<file path="config.mk">
export PLATFORM = sky130hd
export DESIGN_NAME = fetch_issue
export DESIGN_NICKNAME = d
export VERILOG_FILES = /design/src/rtl/fetch_pkg.sv /design/src/rtl/fetch_next_pc.sv /design/src/rtl/fetch_issue.sv
export SDC_FILE = /design/constraint.sdc
export NUM_CORES = 1
export LEC_CHECK = 0
export CORE_MARGIN = 3
export CORE_UTILIZATION = 54
export DETAILED_ROUTE_END_ITERATION = 10
export GPL_TIMING_DRIVEN = 0
export PLACE_DENSITY = 0.84
export SLEW_MARGIN = 20
export SYNTH_ARGS = -nofsm -noshare
export SYNTH_HDL_FRONTEND = slang
export SYNTH_HIERARCHICAL = 1
export SYNTH_SLANG_ARGS = --single-unit
</file>
<file path="constraint.sdc">
create_clock -name clk -period 6.4 [get_ports clk]
set_input_delay 1.28 -clock clk [delete_from_list [all_inputs] [get_ports clk]]
set_output_delay 1.28 -clock clk [all_outputs]
set_load 0.005 [all_outputs]
</file>
<file path="src/rtl/fetch_pkg.sv">
// -----------------------------------------------------------------------------
// fetch_pkg
// Shared types and constants for the fetch/issue front end.
//   fetch_state_t : fetch controller states
//   NOP_INSTR     : bubble encoding handed to decode on empty cycles
//   OPC_J/OPC_JAL : opcodes recognised by the optional predecoder
//   is_jump()     : predecode helper, true for J / JAL encodings
//   sext11()      : sign-extends an 11-bit jump offset to 16 bits
// -----------------------------------------------------------------------------
package fetch_pkg;

    typedef enum logic [1:0] {
        FETCH  = 2'd0,
        WAIT   = 2'd1,
        HOLD   = 2'd2,
        HALTED = 2'd3
    } fetch_state_t;

    localparam logic [15:0] NOP_INSTR = 16'h0800;
    localparam logic [4:0]  OPC_J     = 5'b00100;
    localparam logic [4:0]  OPC_JAL   = 5'b00110;

    function automatic logic is_jump(input logic [15:0] instr);
        return (instr[15:11] == OPC_J) || (instr[15:11] == OPC_JAL);
    endfunction

    function automatic logic [15:0] sext11(input logic [10:0] imm);
        return {{5{imm[10]}}, imm};
    endfunction

endpackage

</file>
<file path="src/rtl/fetch_next_pc.sv">
// -----------------------------------------------------------------------------
// fetch_next_pc
// Combinational next-PC select for the fetch unit.
// Priority: reset > redirect > capture (predecode target or pc+2) > hold pc.
// Optional macro FETCH_PREDECODE_EN: when defined, a captured J/JAL steers the
// PC straight to pc+2+sext(offset) and flags the instruction as predicted.
// Ports:
//   i_rst         synchronous reset request
//   i_redirect    control transfer resolved downstream
//   i_redirect_pc redirect target
//   i_capture     an instruction is being accepted this cycle
//   i_instr       instruction word being accepted
//   i_pc          current PC
//   o_next_pc     PC value for the next cycle
//   o_pc_plus2    current PC + 2 (wraps at 16 bits)
//   o_predicted   captured instruction already steered the PC
// -----------------------------------------------------------------------------
module fetch_next_pc
    import fetch_pkg::*;
#(
    parameter logic [15:0] RESET_PC = 16'h0000
) (
    input  logic        i_rst,
    input  logic        i_redirect,
    input  logic [15:0] i_redirect_pc,
    input  logic        i_capture,
    input  logic [15:0] i_instr,
    input  logic [15:0] i_pc,
    output logic [15:0] o_next_pc,
    output logic [15:0] o_pc_plus2,
    output logic        o_predicted
);

    assign o_pc_plus2 = i_pc + 16'd2;

`ifndef FETCH_PREDECODE_EN
    // Instruction bits only matter to the predecoder.
    logic w_unused_instr;
    assign w_unused_instr = ^i_instr;
`endif

    // Next-PC priority mux.
    always_comb begin
        o_next_pc   = i_pc;
        o_predicted = 1'b0;
        if (i_rst) begin
            o_next_pc = RESET_PC;
        end else if (i_redirect) begin
            o_next_pc = i_redirect_pc;
        end else if (i_capture) begin
`ifdef FETCH_PREDECODE_EN
            if (is_jump(i_instr)) begin
                o_next_pc   = o_pc_plus2 + sext11(i_instr[10:0]);
                o_predicted = 1'b1;
            end else begin
                o_next_pc   = o_pc_plus2;
                o_predicted = 1'b0;
            end
`else
            o_next_pc = o_pc_plus2;
`endif
        end else begin
            o_next_pc = i_pc;
        end
    end

endmodule

</file>
<file path="src/rtl/fetch_issue.sv">
// -----------------------------------------------------------------------------
// fetch_issue
// Front end of the 5-stage pipeline: owns the PC, issues instruction-memory
// reads and presents instruction_fd / pc_plus2_fd to decode. All outputs are
// registered. Empty cycles carry NOP_INSTR with valid_fd=0.
// Optional macro FETCH_PREDECODE_EN enables J/JAL predecode steering
// (predicted_fd); otherwise fetch is strictly sequential and predicted_fd=0.
// Ports:
//   clk, rst        clock, synchronous active-high reset
//   hold_d          decode cannot accept (freeze presented instruction)
//   redirect        flush fetch and restart at redirect_pc
//   halt_d          decode holds HALT; stop fetching until reset
//   imem_rd/addr    read request to instruction memory
//   imem_data/done  returned instruction and its valid strobe
//   imem_stall      memory busy (request stays asserted)
//   instruction_fd  instruction to decode
//   pc_plus2_fd     PC+2 of instruction_fd
//   valid_fd        instruction_fd is real
//   predicted_fd    next PC already steered by predecode
//   instrMem_stall  fetch is waiting on memory
// -----------------------------------------------------------------------------
module fetch_issue
    import fetch_pkg::*;
#(
    parameter logic [15:0] RESET_PC  = 16'h0000,
    parameter logic [15:0] NOP_INSTR = 16'h0800
) (
    input  logic        clk,
    input  logic        rst,
    input  logic        hold_d,
    input  logic        redirect,
    input  logic [15:0] redirect_pc,
    input  logic        halt_d,
    output logic        imem_rd,
    output logic [15:0] imem_addr,
    input  logic [15:0] imem_data,
    input  logic        imem_done,
    input  logic        imem_stall,
    output logic [15:0] instruction_fd,
    output logic [15:0] pc_plus2_fd,
    output logic        valid_fd,
    output logic        predicted_fd,
    output logic        instrMem_stall
);

    fetch_state_t r_state;
    logic [15:0]  r_pc;
    logic         r_drop;
    logic [15:0]  r_instr;
    logic [15:0]  r_pc2;
    logic         r_valid;
    logic         r_pred;
    logic         r_rd;
    logic [15:0]  r_addr;
    logic         r_stall;

    fetch_state_t w_state_nx;
    logic         w_drop_nx;
    logic [15:0]  w_instr_nx;
    logic [15:0]  w_pc2_nx;
    logic         w_valid_nx;
    logic         w_pred_nx;
    logic         w_rd_nx;
    logic [15:0]  w_addr_nx;
    logic         w_stall_nx;
    logic         w_capture;

    logic         w_redirect;
    logic         w_halt;
    logic [15:0]  w_next_pc;
    logic [15:0]  w_pc_plus2;
    logic         w_predicted;
    logic         w_unused_stall;

    // Memory busy is implied by a request without done; the request is simply held.
    assign w_unused_stall = imem_stall;

    // HALTED only leaves through reset, so redirects are ignored there.
    assign w_redirect = redirect && (r_state != HALTED);
    assign w_halt     = halt_d && !hold_d && !redirect;

    fetch_next_pc #(
        .RESET_PC (RESET_PC)
    ) u_next_pc (
        .i_rst         (rst),
        .i_redirect    (w_redirect),
        .i_redirect_pc (redirect_pc),
        .i_capture     (w_capture),
        .i_instr       (imem_data),
        .i_pc          (r_pc),
        .o_next_pc     (w_next_pc),
        .o_pc_plus2    (w_pc_plus2),
        .o_predicted   (w_predicted)
    );

    // Fetch controller next-state and next-output logic.
    always_comb begin
        w_state_nx = r_state;
        w_drop_nx  = r_drop;
        w_instr_nx = r_instr;
        w_pc2_nx   = r_pc2;
        w_valid_nx = r_valid;
        w_pred_nx  = r_pred;
        w_rd_nx    = r_rd;
        w_addr_nx  = r_addr;
        w_stall_nx = r_stall;
        w_capture  = 1'b0;

        if (w_redirect) begin
            w_instr_nx = NOP_INSTR;
            w_valid_nx = 1'b0;
            w_pred_nx  = 1'b0;
            w_rd_nx    = 1'b1;
            if (r_rd && !imem_done) begin
                // Outstanding request cannot be withdrawn: wait it out and drop it.
                w_drop_nx  = 1'b1;
                w_state_nx = WAIT;
                w_stall_nx = 1'b1;
            end else begin
                w_drop_nx  = 1'b0;
                w_state_nx = FETCH;
                w_addr_nx  = redirect_pc;
                w_stall_nx = 1'b0;
            end
        end else begin
            case (r_state)
                FETCH, WAIT: begin
                    if (!r_rd) begin
                        // First cycle after reset: nothing of ours is in flight.
                        w_drop_nx  = 1'b0;
                        w_instr_nx = NOP_INSTR;
                        w_valid_nx = 1'b0;
                        w_pred_nx  = 1'b0;
                        w_stall_nx = 1'b0;
                        if (w_halt) begin
                            w_state_nx = HALTED;
                            w_rd_nx    = 1'b0;
                        end else begin
                            w_state_nx = FETCH;
                            w_rd_nx    = 1'b1;
                            w_addr_nx  = r_pc;
                        end
                    end else if (!imem_done) begin
                        w_state_nx = WAIT;
                        w_stall_nx = 1'b1;
                        w_instr_nx = NOP_INSTR;
                        w_valid_nx = 1'b0;
                        w_pred_nx  = 1'b0;
                        w_rd_nx    = 1'b1;
                    end else if (r_drop || w_halt) begin
                        // Completed data belongs to a flushed or post-HALT fetch.
                        w_drop_nx  = 1'b0;
                        w_instr_nx = NOP_INSTR;
                        w_valid_nx = 1'b0;
                        w_pred_nx  = 1'b0;
                        w_stall_nx = 1'b0;
                        if (w_halt) begin
                            w_state_nx = HALTED;
                            w_rd_nx    = 1'b0;
                        end else begin
                            w_state_nx = FETCH;
                            w_rd_nx    = 1'b1;
                            w_addr_nx  = r_pc;
                        end
                    end else begin
                        w_capture  = 1'b1;
                        w_instr_nx = imem_data;
                        w_valid_nx = 1'b1;
                        w_pc2_nx   = w_pc_plus2;
                        w_pred_nx  = w_predicted;
                        w_stall_nx = 1'b0;
                        if (hold_d) begin
                            w_state_nx = HOLD;
                            w_rd_nx    = 1'b0;
                        end else begin
                            w_state_nx = FETCH;
                            w_rd_nx    = 1'b1;
                            w_addr_nx  = w_next_pc;
                        end
                    end
                end
                HOLD: begin
                    w_stall_nx = 1'b0;
                    if (hold_d) begin
                        w_rd_nx = 1'b0;
                    end else begin
                        // Decode takes the frozen instruction on this edge.
                        w_instr_nx = NOP_INSTR;
                        w_valid_nx = 1'b0;
                        w_pred_nx  = 1'b0;
                        if (w_halt) begin
                            w_state_nx = HALTED;
                            w_rd_nx    = 1'b0;
                        end else begin
                            w_state_nx = FETCH;
                            w_rd_nx    = 1'b1;
                            w_addr_nx  = r_pc;
                        end
                    end
                end
                HALTED: begin
                    w_rd_nx    = 1'b0;
                    w_instr_nx = NOP_INSTR;
                    w_valid_nx = 1'b0;
                    w_pred_nx  = 1'b0;
                    w_stall_nx = 1'b0;
                    w_drop_nx  = 1'b0;
                end
                default: begin
                    // Unreachable encoding: recover as if just reset.
                    w_state_nx = FETCH;
                    w_rd_nx    = 1'b0;
                    w_drop_nx  = 1'b1;
                    w_instr_nx = NOP_INSTR;
                    w_valid_nx = 1'b0;
                    w_pred_nx  = 1'b0;
                    w_stall_nx = 1'b0;
                end
            endcase
        end
    end

    // State and registered outputs; drop starts set so a stale done after reset is ignored.
    always_ff @(posedge clk) begin
        if (rst) begin
            r_state <= FETCH;
            r_pc    <= RESET_PC;
            r_drop  <= 1'b1;
            r_instr <= NOP_INSTR;
            r_pc2   <= 16'h0000;
            r_valid <= 1'b0;
            r_pred  <= 1'b0;
            r_rd    <= 1'b0;
            r_addr  <= RESET_PC;
            r_stall <= 1'b0;
        end else begin
            r_state <= w_state_nx;
            r_pc    <= w_next_pc;
            r_drop  <= w_drop_nx;
            r_instr <= w_instr_nx;
            r_pc2   <= w_pc2_nx;
            r_valid <= w_valid_nx;
            r_pred  <= w_pred_nx;
            r_rd    <= w_rd_nx;
            r_addr  <= w_addr_nx;
            r_stall <= w_stall_nx;
        end
    end

    assign imem_rd        = r_rd;
    assign imem_addr      = r_addr;
    assign instruction_fd = r_instr;
    assign pc_plus2_fd    = r_pc2;
    assign valid_fd       = r_valid;
    assign predicted_fd   = r_pred;
    assign instrMem_stall = r_stall;

endmodule
</file>
---- Yosys cells after proc, flatten, opt, wreduce, memory -nomap -nowiden ----
Cells that the tools add are included.
word-level totals
  bits in registers ....................... 71
  latch bits .............................. 0
  bits in writable memories ............... 0
  bits in read-only memories .............. 0
  input port bits ......................... 39
  output and inout bits ................... 52
  logic and storage cells ................. 93
  memories kept ........................... 0
cells by class
  $add $sub $neg .......................... 1
  multipliers ............................. 0
  div/mod/pow operators ................... 0
  $lt $le $gt $ge ......................... 0
  equality and inequality tests ........... 10
  shifts and indexed selects .............. 0
  mux-type cells .......................... 51
  bitwise operators ....................... 2
  reductions and logical operators ........ 19
operator list
  kind                                                                    number
  16-bit 2-to-1 mux                                                       14
  16-bit one-hot mux with 3 select lines                                  1
  16-bit one-hot mux with 2 select lines                                  1
  1-bit 2-to-1 mux                                                        22
  16-bit by 2-bit adder with 16-bit output (second input constant)        1
  2-bit 2-to-1 mux                                                        7
  5-bit AND reduction                                                     2
  4-bit by 3-bit != test with 1-bit output (second input constant)        2
  2-bit != test (second input constant)                                   3
  1-bit one-hot mux with 2 select lines                                   3
  1-bit one-hot mux with 3 select lines                                   2
  3-bit nonzero test                                                      2
  2-bit OR reduction                                                      3
  5-bit by 4-bit != test with 1-bit output (second input constant)        1
  2-bit equality test (second input constant)                             2
  1-bit logical AND                                                       4
  2-bit one-hot mux with 2 select lines                                   1
  1-bit logical NOT                                                       3
  3-bit by 2-bit != test with 1-bit output (second input constant)        1
  3-bit AND reduction                                                     1
  3-bit OR reduction                                                      1
  2-bit by 1-bit equality test with 1-bit output (second input constant)  1
  2-bit logical NOT                                                       1
  1-bit inverter                                                          2
  2 further kinds                                                         2

---- Longest topological paths before layout ----
  word-level depth ........................ 17
  gate-level depth with buffers ........... 13
  depth with buffers taken out ............ 9

---- By module ----
The synthesis kept the hierarchy.
by module, submodules not included
  module         instances  cells an instance  area each (µm²)  sequential area each (µm²)
  fetch_issue    1          339                3139.3           1421.4
  fetch_next_pc  1          128                804.5            0.0

---- Worst setup path before layout ----
No wires, ideal clock.
  path kind ............................... input to register
  start point ............................. in redirect
  end point ............................... reg r_addr[8] (netlist: imem_addr[8])
  library setup time ...................... 0.089 ns
  data arrival time ....................... 3.770 ns
  required time ........................... 6.311 ns
  setup slack ............................. 2.542 ns
  stages on the path ...................... 13
  buffers on the path ..................... 4
  cell sequence ........................... buf_6 nor3b_1 nor4_1 buf_2 buf_6 buf_2 nand4_1 or3_1 a21o_1 a21oi_2 nand3_1 a311o_1 a311oi_2
on the way
  word-level cells in the longest chain between the ends .. 16
ends and longest elaborated chain
  what                                        line                 source
  from (decl)                                 fetch_issue.sv:31    input logic redirect,
  1-bit logical NOT                           fetch_issue.sv:80    assign w_halt = halt_d && !hold_d && !redirect;
  1-bit logical AND                           fetch_issue.sv:80
  1-bit logical OR                            fetch_issue.sv:150   end else if (r_drop || w_halt) begin
  1-bit 2-to-1 mux                            fetch_issue.sv:150
  1-bit 2-to-1 mux                            fetch_issue.sv:143   end else if (!imem_done) begin
  1-bit 2-to-1 mux                            fetch_issue.sv:128   if (!r_rd) begin
  1-bit 2-to-1 mux                            fetch_issue.sv:126   case (r_state)
  1-bit 2-to-1 mux (*)                        fetch_issue.sv:109   if (w_redirect) begin
  via w_capture                               fetch_issue.sv:66    logic w_capture;
  [... 1 more ...]                            -
  16-bit 2-to-1 mux (*)                       fetch_next_pc.sv:48  end else if (i_redirect) begin
  via w_next_pc[8]                            fetch_issue.sv:70    logic [15:0] w_next_pc;
  16-bit 2-to-1 mux (*)                       fetch_issue.sv:172   if (hold_d) begin
  16-bit 2-to-1 mux (*)                       fetch_issue.sv:150
  16-bit 2-to-1 mux (*)                       fetch_issue.sv:143
  16-bit 2-to-1 mux (*)                       fetch_issue.sv:128
  16-bit one-hot mux with 2 select lines (*)  fetch_issue.sv:126
  16-bit 2-to-1 mux (*)                       fetch_issue.sv:109
  to (signal assigned)                        fetch_issue.sv:245   r_addr <= w_addr_nx;
  to (decl)                                   fetch_issue.sv:54    logic [15:0] r_addr;
The timed path passes the listed nets; every way through them passes the cells marked *. The select of a mux whose other input is x is not followed.
A chain may end at the register's enable or synchronous reset.

---- Worst setup path after layout ----
  start point ............................. in hold_d
  end point ............................... reg r_addr[8] (netlist: imem_addr[8])
on the way
  word-level cells in the longest chain between the ends .. 17
ends and longest elaborated chain
  what                                    line                 source
  from (decl)                             fetch_issue.sv:30    input logic hold_d,
  1-bit logical NOT                       fetch_issue.sv:80
  1-bit logical AND (2 in a row)          fetch_issue.sv:80
  1-bit logical OR                        fetch_issue.sv:150
  1-bit 2-to-1 mux                        fetch_issue.sv:150
  1-bit 2-to-1 mux                        fetch_issue.sv:143
  1-bit 2-to-1 mux                        fetch_issue.sv:128
  1-bit 2-to-1 mux                        fetch_issue.sv:126
  1-bit 2-to-1 mux                        fetch_issue.sv:109
  via w_capture                           fetch_issue.sv:66
  [... 1 more ...]                        -
  16-bit 2-to-1 mux                       fetch_next_pc.sv:48
  via w_next_pc[8]                        fetch_issue.sv:70
  16-bit 2-to-1 mux                       fetch_issue.sv:172
  16-bit 2-to-1 mux                       fetch_issue.sv:150
  16-bit 2-to-1 mux                       fetch_issue.sv:143
  16-bit 2-to-1 mux                       fetch_issue.sv:128
  16-bit one-hot mux with 2 select lines  fetch_issue.sv:126
  16-bit 2-to-1 mux                       fetch_issue.sv:109
The timed path passes the listed nets, and every way through them passes these cells. The select of a mux whose other input is x is not followed.

==> impl_metrics.csv <==
group,metric,value,unit
clock_network,cts-root-buf,"clkbuf_8",
setup_path,critPathLaunchType,"input port",
synth,yosysSeqAreaShare,36.04,%
clock_network,clkLatencyLatePin,0.34,ns
placed_design,dpl.hpwl,8197,um
synth,synth.distinct_cells,48,
clock_network,htreeDepth,3,
clock_network,clk_pin_slew,0.08,ns
detailed_routing,drtPass1Iterations,5,
grt,grt_max_degree,12,
timing,whs,0.4958,ns
timing,rsz0062_at_grt,"false",
synth,yosys-mux-area-fraction,5.330,%
setup_path,reg2reg_depth,13,
detailed_routing,wl_per_cell,16.63,um
detailed_routing,drc,0,
placed_design,dpl.cell_count,650,
placed_design,io_buffers,87,
grt,grt_overflow_total,0,
hold_path,hold_path_class,"register to register",
synth,synth_compound_area_share,23.32,%
synth,yosys_warnings,6,
run_status,outcome,"finished clean",
floorplan,die-width,91.46,um
synth,postSynthAreaPerCell,8.445,um2
clock_network,cts.sinks,71,
synth,synth_seq_cells,71,
detailed_routing,drtIter0Drc,311,
clock_network,postCtsResizedCells,0,
power,power-per-cell-area,193.7,nW/um2
power,p_leak,1.904,nW
timing,clock.fmax,0.2178,GHz
synth,synthCells,467,
setup_path,path_class,"input port to register",
synth,synthXorXnorAreaFrac,5.552,%
clock_network,cts-buffers-inserted,9,
placed_design,routabilityCongestion,0.9304,
setup_path,cp_data_arrival_time,4.85,ns
detailed_routing,dr_total_vias,3943,
layout,syn2layout_area_growth,29.57,%
setup_path,crit_fanout,10,
synth,netlist.top_cell.by_area,"dfxtp_1",
power,peakVddDrop,0.1208,mV
setup_path,crit_required,6.65,ns
floorplan,start_util,56.79,%
clock_network,max-clock-path-buffers,2,
floorplan,dieArea,8365,um2
layout,drive_gt1_share,11.93,%
layout,num-nets-final,605,
clock_network,post-cts-setup-buffers,0,
timing,period_share,71.74,%
flow_run,maxCapViolCount,0,
synth,synth_top_family_by_area,"compound AO/OA/AOI/OAI gates",
grt,grt_use_total,26.96,%
floorplan,die_h,91.46,um
layout,num-fill-cells,532,
layout,final_util,73.59,%
timing,finalSetupTns,0,ns
detailed_routing,drtAntennaViolNets,0,
floorplan,core_area,6944,um2
timing,fin_skew,0.007486,ns
clock_network,cts_tree,"built",
hold_path,hold_depth,2,
synth,syn_nets,507,
grt,grt_pass1_vias,3899,
clock_network,ctsHoldBuffers,0,
timing,slew_headroom,49.01,%
timing,hold_viol_final,0,
synth,synth-simple-area-share,21.76,%
floorplan,rows,30,
grt,grt_pass1_wl,18230,um
grt,grt_antenna_before_repair,0,
floorplan,ioPinCount,91,
detailed_routing,vias_per_cell,5.920,
layout,antenna_cells,0,
setup_path,cp-end-kind,"register",
synth,synthAdderAreaFrac,0.3173,%
timing,tightest_slew,0.7649,ns
timing,timing.final.max_slew_violations,0,
timing,min_period,4.591,ns
synth,synth_area_leaders,"dfxtp_1 (36%), nor2_1 (6.2%), a311oi_2 (5.7%)",
synth,syn-cell-area,3944,um2
layout,stdcell_count,666,
synth,netlist.area_leader.share,36.04,%
detailed_routing,routed_wl,11080,um
timing,final-setup-viol-count,0,
[cells in the mapped netlist (all sizes together)]
cell     instances
inv             13
a311oi          16
o21ai           22
a21o             2
clkbuf          17
and3b            1
a21boi           1
xnor2           12
a21oi           32
a22oi           17
nand2b           7
buf             29
nor3             8
or3b             1
nand3b           1
and2b            3
o211ai           1
nor4             5
o21a             8
a2111oi          1
nor3b            1
nand3           25
or3              2
nand2           25
a311o           16
and3             2
xor2            13
nand4            5
and2             3
nor2            65
ha               1
conb             1
o21bai           1
nor2b           18
mux2i           21
dfxtp           71
[area by class of cell]
class | count | area (um2) | share of cell area, %
Buffer | 46 | 250.2 | 4.897
Clock buffer | 12 | 155.1 | 3.036
Clock inverter | 4 | 20.02 | 0.3918
Inverter | 13 | 48.80 | 0.9549
Multi-Input combinational cell | 337 | 2223 | 43.51
Sequential cell | 71 | 1421 | 27.82
Tap cell | 96 | 120.1 | 2.351
Timing Repair Buffer | 87 | 870.8 | 17.04
[critical path: stages]
cell,delay [ns]
clkdlybuf4s50_1,0.60
nor3b_1,0.15
nor4_1,0.39
buf_2,0.32
buf_6,0.20
buf_2,0.22
nand4_1,0.25
or3_1,0.37
a21o_1,0.20
a21oi_2,0.15
nand3_1,0.09
a311o_1,0.37
a311oi_2,0.25
[cell families (layout without fill, tap and decap cells)]
family | count (synthesis) | count (layout)
other | 1 | 1
adder cells (fa/ha/maj) | 1 | 1
buffers and inverters | 59 | 162
multiplexers | 21 | 21
AND/OR/NAND/NOR | 172 | 172
XOR/XNOR | 25 | 25
AO/OA/AOI/OAI | 117 | 117
flip-flops | 71 | 71
[cell usage in the layout (no fill, tap or decap), types with 2 or more instances in the layout]
cell,instances
nor2b_1,18
o21a_1,8
inv_1,13
clkbuf_1,16
nand4_4,2
o21ai_0,21
buf_6,4
clkdlybuf4s50_1,87
nor3_1,7
a21o_1,2
clkinv_2,4
nor2_1,65
or3_1,2
a311oi_2,15
nand2b_1,7
a22oi_1,16
clkbuf_2,2
dfxtp_1,71
nand4_1,3
a21oi_1,31
nand2_1,25
nor4_1,5
and2_1,3
buf_2,18
and2b_1,2
mux2i_1,21
xor2_1,13
nand3_1,25
xnor2_1,12
clkbuf_8,11
buf_4,6
a311o_1,16
[metal layers]
layer | part of all wire (%) | track usage, % | wire, um | vias to the layer above
li1 | - | - | - | 1840
met1 | 44 | 33.35 | 4819 | 1899
met2 | 48 | 44.25 | 5303 | 165
met3 | 5.7 | 6.131 | 635 | 39
met4 | 2.9 | 12.44 | 318 | 0
met5 | 0 | 0 | 0 | -
[state kept, by name, indices dropped and copies added (netlist names)]
register        count
pc_plus2_fd        16
imem_rd             1
r_pc               16
valid_fd            1
predicted_fd        1
r_state             2
instrMem_stall      1
instruction_fd     16
imem_addr          16
r_drop              1
[final timing paths]
path	startpoint	end	slack (ns)
worst max-delay path	hold_d	imem_addr[8]$_SDFFE_PP0P_	1.81
worst max register to register	r_state[1]$_SDFFE_PP0P_	imem_addr[8]$_SDFFE_PP0P_	2.89
worst min register to register	pc_plus2_fd[4]$_SDFFE_PP0P_	pc_plus2_fd[4]$_SDFFE_PP0P_	0.50
worst min-delay path	pc_plus2_fd[4]$_SDFFE_PP0P_	pc_plus2_fd[4]$_SDFFE_PP0P_	0.50
[where the power goes]
part           internal (mW)  switching (mW)  leakage [nW]
logic                 0.0920          0.0925          1.23
clock network          0.160           0.168        0.0959
registers              0.460          0.0178         0.579
[stage by stage]
stage	setup slack [ns]	power, mW	cell area [um2]
after CTS	1.876	0.9903	5110
after detailed placement	1.529	0.6687	4935
after global placement	1.542	0.6634	4935
final	1.809	0.9898	5110
after global routing	1.622	1.032	5110
after floorplan	2.542	0.5896	3944
Power figures use the tool's default switching activity.
